[src/rtl/dht11_responder.sv]
// DHT11 sensor emulator: answers a host start pulse with the acknowledge and a 40-bit frame.
// Optional DHT11_RESP_CHKERR_EN adds i_corrupt_chk to invert checksum bit 0 for fault injection.
module dht11_responder #(
  parameter int unsigned START_MIN_US  = 18000,
  parameter int unsigned RESP_DELAY_US = 30,
  parameter int unsigned ACK_US        = 80,
  parameter int unsigned BIT_LOW_US    = 50,
  parameter int unsigned BIT0_HIGH_US  = 26,
  parameter int unsigned BIT1_HIGH_US  = 70
) (
  input  logic       i_clk,
  input  logic       i_rst_n,
  input  logic       i_load,
  input  logic [7:0] i_humid_int,
  input  logic [7:0] i_humid_dec,
  input  logic [7:0] i_temp_int,
  input  logic [7:0] i_temp_dec,
  input  logic       i_dat_in,
`ifdef DHT11_RESP_CHKERR_EN
  input  logic       i_corrupt_chk,
`endif
  output logic       o_dat_oe,
  output logic       o_busy,
  output logic [7:0] o_frame_count
);

  typedef enum logic [2:0] {
    IDLE, START_LOW, WAIT_REL, ACK_LOW, ACK_HIGH, BIT_LOW, BIT_HIGH, END_LOW
  } state_t;

  localparam logic [15:0] START_MIN  = 16'(START_MIN_US);
  localparam logic [15:0] RESP_LAST  = 16'(RESP_DELAY_US - 1);
  localparam logic [15:0] ACK_LAST   = 16'(ACK_US - 1);
  localparam logic [15:0] LOW_LAST   = 16'(BIT_LOW_US - 1);
  localparam logic [15:0] BIT0_LAST  = 16'(BIT0_HIGH_US - 1);
  localparam logic [15:0] BIT1_LAST  = 16'(BIT1_HIGH_US - 1);

  state_t      r_state;
  logic [1:0]  r_sync;
  logic [15:0] r_cnt;
  logic [5:0]  r_bit_cnt;
  logic [31:0] r_shadow;
  logic [39:0] r_shift;

  logic        w_line;
  logic [7:0]  w_sum;
  logic [7:0]  w_chk;
  logic [15:0] w_high_last;

  assign w_line = r_sync[1];
  assign w_sum  = r_shadow[31:24] + r_shadow[23:16] + r_shadow[15:8] + r_shadow[7:0];
`ifdef DHT11_RESP_CHKERR_EN
  assign w_chk  = w_sum ^ {7'd0, i_corrupt_chk};
`else
  assign w_chk  = w_sum;
`endif
  assign w_high_last = r_shift[39] ? BIT1_LAST : BIT0_LAST;

  // Synchronizers idle high like the pulled-up line; from ACK_LOW onward w_line is never consulted.
  always_ff @(posedge i_clk or negedge i_rst_n) begin
    if (!i_rst_n) begin
      r_state       <= IDLE;
      r_sync        <= 2'b11;
      r_cnt         <= 16'd0;
      r_bit_cnt     <= 6'd0;
      r_shadow      <= 32'd0;
      r_shift       <= 40'd0;
      o_dat_oe      <= 1'b0;
      o_busy        <= 1'b0;
      o_frame_count <= 8'd0;
    end else begin
      r_sync <= {r_sync[0], i_dat_in};
      if (i_load) r_shadow <= {i_humid_int, i_humid_dec, i_temp_int, i_temp_dec};
      case (r_state)
        IDLE: begin
          o_dat_oe <= 1'b0;
          if (!w_line) begin
            r_state <= START_LOW;
            r_cnt   <= 16'd0;
          end
        end
        START_LOW: begin
          if (!w_line) begin
            if (r_cnt < START_MIN) r_cnt <= r_cnt + 16'd1;
          end else if (r_cnt >= START_MIN) begin
            r_state <= WAIT_REL;
            r_cnt   <= 16'd0;
            o_busy  <= 1'b1;
          end else begin
            r_state <= IDLE;
          end
        end
        WAIT_REL: begin
          if (!w_line) begin
            r_state <= START_LOW;
            r_cnt   <= 16'd0;
            o_busy  <= 1'b0;
          end else if (r_cnt == RESP_LAST) begin
            r_state  <= ACK_LOW;
            r_cnt    <= 16'd0;
            o_dat_oe <= 1'b1;
            r_shift  <= {r_shadow, w_chk};
          end else begin
            r_cnt <= r_cnt + 16'd1;
          end
        end
        ACK_LOW: begin
          if (r_cnt == ACK_LAST) begin
            r_state  <= ACK_HIGH;
            r_cnt    <= 16'd0;
            o_dat_oe <= 1'b0;
          end else begin
            r_cnt <= r_cnt + 16'd1;
          end
        end
        ACK_HIGH: begin
          if (r_cnt == ACK_LAST) begin
            r_state   <= BIT_LOW;
            r_cnt     <= 16'd0;
            r_bit_cnt <= 6'd0;
            o_dat_oe  <= 1'b1;
          end else begin
            r_cnt <= r_cnt + 16'd1;
          end
        end
        BIT_LOW: begin
          if (r_cnt == LOW_LAST) begin
            r_state  <= BIT_HIGH;
            r_cnt    <= 16'd0;
            o_dat_oe <= 1'b0;
          end else begin
            r_cnt <= r_cnt + 16'd1;
          end
        end
        BIT_HIGH: begin
          if (r_cnt == w_high_last) begin
            r_shift  <= {r_shift[38:0], 1'b0};
            r_cnt    <= 16'd0;
            o_dat_oe <= 1'b1;
            if (r_bit_cnt == 6'd39) begin
              r_state <= END_LOW;
            end else begin
              r_state   <= BIT_LOW;
              r_bit_cnt <= r_bit_cnt + 6'd1;
            end
          end else begin
            r_cnt <= r_cnt + 16'd1;
          end
        end
        END_LOW: begin
          if (r_cnt == LOW_LAST) begin
            r_state       <= IDLE;
            r_cnt         <= 16'd0;
            o_dat_oe      <= 1'b0;
            o_busy        <= 1'b0;
            o_frame_count <= o_frame_count + 8'd1;
          end else begin
            r_cnt <= r_cnt + 16'd1;
          end
        end
        default: begin
          r_state  <= IDLE;
          o_dat_oe <= 1'b0;
          o_busy   <= 1'b0;
        end
      endcase
    end
  end

endmodule

[config.mk]
export PLATFORM = sky130hd
export DESIGN_NAME = dht11_responder
export DESIGN_NICKNAME = d
export VERILOG_FILES = /design/src/rtl/dht11_responder.sv
export SDC_FILE = /design/constraint.sdc
export NUM_CORES = 1
export LEC_CHECK = 0
export CAP_MARGIN = 30
export CORE_ASPECT_RATIO = 0.5
export CORE_UTILIZATION = 53
export DETAILED_ROUTE_END_ITERATION = 12
export PLACE_DENSITY = 0.88
export SLEW_MARGIN = 20
export SYNTH_ARGS = -nofsm -noshare
export SYNTH_HDL_FRONTEND = slang
export SYNTH_SLANG_ARGS = --single-unit
export TNS_END_PERCENT = 20
[constraint.sdc]
create_clock -name i_clk -period 3.1 [get_ports i_clk]
set_clock_uncertainty 0.05 [all_clocks]
set_input_delay 0.62 -clock i_clk [delete_from_list [all_inputs] [get_ports i_clk]]
set_output_delay 0.62 -clock i_clk [all_outputs]
set_load 0.005 [all_outputs]
==> results.toml <==
[clock_network]
clkTransAtPathRegs_ns = 0.07
clock_path_buffers = 2
h-tree-depth = 3
holdBufCountCts = 0
root_buffer = "clkbuf_16"
cts.sinks = 109
cts_tree = "done"
clk_latency_ns = 0.35
cts_buffers = 9

[power]
power_frac_seq_pct = 41.9
switching_share_pct = 29.41
p_sw_mw = 1.053
pwr_density_cell_nw_per_um2 = 517.8
power_mw = 3.579
pwr-share-clk_pct = 33.9
ir_drop_uv = 311.9
p_leak_nw = 2.979
power.internal_mw = 2.527
combinationalPowerShare_pct = 24.2

[place]
port_buffers = 45
gp_congestion = 0.8299
dp_hpwl_microns = 8925
post-place-cells = 787

[floorplan]
dieArea_sq_um = 11680
fp-row-count = 26
die_y_microns = 76.92
start_util_pct = 56.45
boundaryPins = 46
die_x_microns = 151.8
core_sq_um = 10540

[finish]
n_antenna_cell = 0
nNetsFinal = 721
stdcell_count = 804
layout-drive-gt1-share_pct = 13.55
synthToLayoutAreaGrowth_pct = 16.19

[critical_path]
r2r_slack_ns = -0.01
cp_data_required_time_ns = 3.31
ff2ff_path_depth = 13
start_kind = "register"
crit_type = "register to register"
end_kind = "register"
cp_max_fo = 3
cp.arrival_ns = 3.32

[synthesis]
synth_area_leaders = "dfrtp_1, nand2_1, fa_1"
yosys.area.top_type = "dfrtp_1"
synth_area_per_cell_sq_um = 9.489
async_flop_share_pct = 100.0
synth_area_sq_um = 5949
synth_flop_cell = "dfrtp_1"
synth.distinct_cells = 63
synth_top_area_share_pct = 45.01
synth_edf_count = 0
syn_inst = 627
synth_warnings = 0
seq_area_frac_synth_pct = 45.89
ys_seq_elements = 109
syn_nets = 689

[flow_run]
maxCapViolations = 0

[grt]
grt_max_degree = 86
grt_first_pass_wirelength_microns = 22280
grt_overflow = 0
globalRouteTotalUtil_pct = 23.89
grt_pass1_vias = 4595
antenna_found_initial = 0

[sta]
finalMaxSlewViolations = 0
fin_setup_tns_ns = -0.01034
rsz0062_at_grt = "true"
fmax_mhz = 321.5
period_minus_slack_ns = 3.110
fin_ws_ns = -0.01034
fin_crit_sh_pct = 100.3
relSlewSlack_pct = 41.16
final_hold_viol_count = 0
report.final.setup_viol = 1
worst_slew_pin_slew_ns = 0.8827

[min_path]
hold_path_class = "input port to async pin"

[drt]
vias = 4643
wirelength_microns = 13390
viasPerCell = 5.775
wl_per_cell_microns = 16.65
drcViolationCount = 0
ant_nets = 0
first_iter_violations = 377
drtPass1Iterations = 5

[run_status]
violations = "negative setup slack"
status = "complete, but fails checks"
==> registers in the layout, summed over array words and instances (netlist names) <==
register,count
r_cnt,16
r_state,3
o_frame_count,8
o_busy,1
r_shadow,32
r_bit_cnt,6
r_sync,2
o_dat_oe,1
r_shift,40
==> path summary, 6_finish.rpt <==
kind | startpoint | endpoint
setup / recovery | r_shadow[9] | r_shift[7]
hold / removal | i_rst_n | r_cnt[1]
setup reg to reg | r_shadow[9] | r_shift[7]
hold reg to reg | r_sync[0] | r_sync[1]
max in group asynchronous | i_rst_n | r_shadow[2]
min in group i_clk | r_sync[0] | r_sync[1]
==> cells by family (layout without fill, tap and decap cells) <==
family                   after synthesis  count (layout)  share of synthesized area, %
AO/OA/AOI/OAI                        156             156                         16.99
XOR/XNOR                              18              18                         2.650
adder cells (fa/ha/maj)               26              26                         7.234
buffers and inverters                 78             115                         5.216
flip-flops                           109             109                         45.89
multiplexers                          24              24                         4.290
AND/OR/NAND/NOR                      216             216                         17.73
==> layout make-up <==
cell class / count / area (sq um)
well taps: 140 / 175.2
inverters: 42 / 157.7
fillers: 780 / 3627
clock inverters: 6 / 78.83
multi-input cells: 440 / 2974
clock buffers: 10 / 239.0
flip-flops and latches: 109 / 2730
repair buffers: 57 / 558.0
==> routing by layer <==
metal / vias to the layer above / share of wire [%] / global-route usage [%]
li1: 2206 / - / -
met1: 2280 / 44 / 30.49
met2: 129 / 49 / 39.95
met3: 28 / 4.7 / 5.201
met4: 0 / 2.4 / 9.400
met5: - / 0 / 0
==> power groups by stage <==
| stage | clock [mW] | combinational [mW] | sequential (mW) |
|---|---|---|---|
| 4_1_cts | 1.22 | 0.775 | 1.50 |
| 5_1_grt | 1.28 | 0.950 | 1.50 |
| 6_report | 1.21 | 0.866 | 1.50 |
| 3_5_place_dp | 0 | 0.748 | 1.53 |
| 3_3_place_gp | 0 | 0.715 | 1.52 |
| 2_1_floorplan | 0 | 0.523 | 1.51 |
==> what timing repair did <==
action	in CTS	in global routing
setup buffers	0	1
endpoints found under the setup margin	2	3
pin swaps	1	13
resized for setup	2	20
==> synth_stat cells, types with 12 or more instances <==
cell	instances
nand3_1	14
nand2_1	97
fa_1	14
ha_1	12
dfrtp_1	107
o21ai_0	40
inv_1	42
o21ai_1	35
clkbuf_1	24
mux2i_1	12
xnor2_1	15
o211ai_1	15
a21oi_1	35
nor2_1	38
==> critical path: stages (launching register included) <==
cell     delay (ns)
dfrtp_1        0.34
inv_2          0.06
fa_1           0.56
inv_2          0.04
fa_1           0.48
ha_2           0.18
inv_2          0.04
fa_2           0.37
nor2b_2        0.14
o31a_1         0.20
o21ai_2        0.10
a21oi_2        0.15
nor3b_2        0.07
o31ai_2        0.24
==> per-stage QoR <==
stage / area [sq um] / hold slack [ns] / utilization, % / worst slack (ns)
CTS: 6855 / 0.1326 / 65.04 / 0.01459
global placement: 6535 / 0.2964 / 62.00 / 0.09880
detailed placement: 6535 / 0.2968 / 62.00 / -0.1258
global route: 6913 / 0.1374 / 65.59 / -0.1378
finish: 6913 / 0.1238 / 65.59 / -0.01034
floorplan: 5949 / 0.2744 / - / 0.1554
==> layout by cell type (no fill, tap or decap), drive strengths merged, types with 4 or more instances in the layout <==
| master | netlist | layout |
|---|---|---|
| a21oi | 35 | 35 |
| nand4 | 6 | 6 |
| nor3 | 8 | 8 |
| nand2b | 6 | 6 |
| mux2i | 12 | 12 |
| and3 | 4 | 4 |
| clkdlybuf4s50 | 0 | 43 |
| ha | 12 | 12 |
| a21o | 4 | 4 |
| nand2 | 97 | 97 |
| clkbuf | 24 | 10 |
| o211ai | 23 | 23 |
| nor2b | 5 | 5 |
| or2 | 6 | 6 |
| inv | 42 | 44 |
| nand3 | 15 | 15 |
| mux2 | 12 | 12 |
| o221ai | 4 | 4 |
| nor3b | 8 | 8 |
| xnor2 | 15 | 15 |
| or3 | 5 | 5 |
| fa | 14 | 14 |
| buf | 12 | 14 |
| dfrtp | 107 | 107 |
| o21ai | 76 | 76 |
| nor2 | 39 | 39 |
Note: power is estimated with default switching activity, not from simulation.
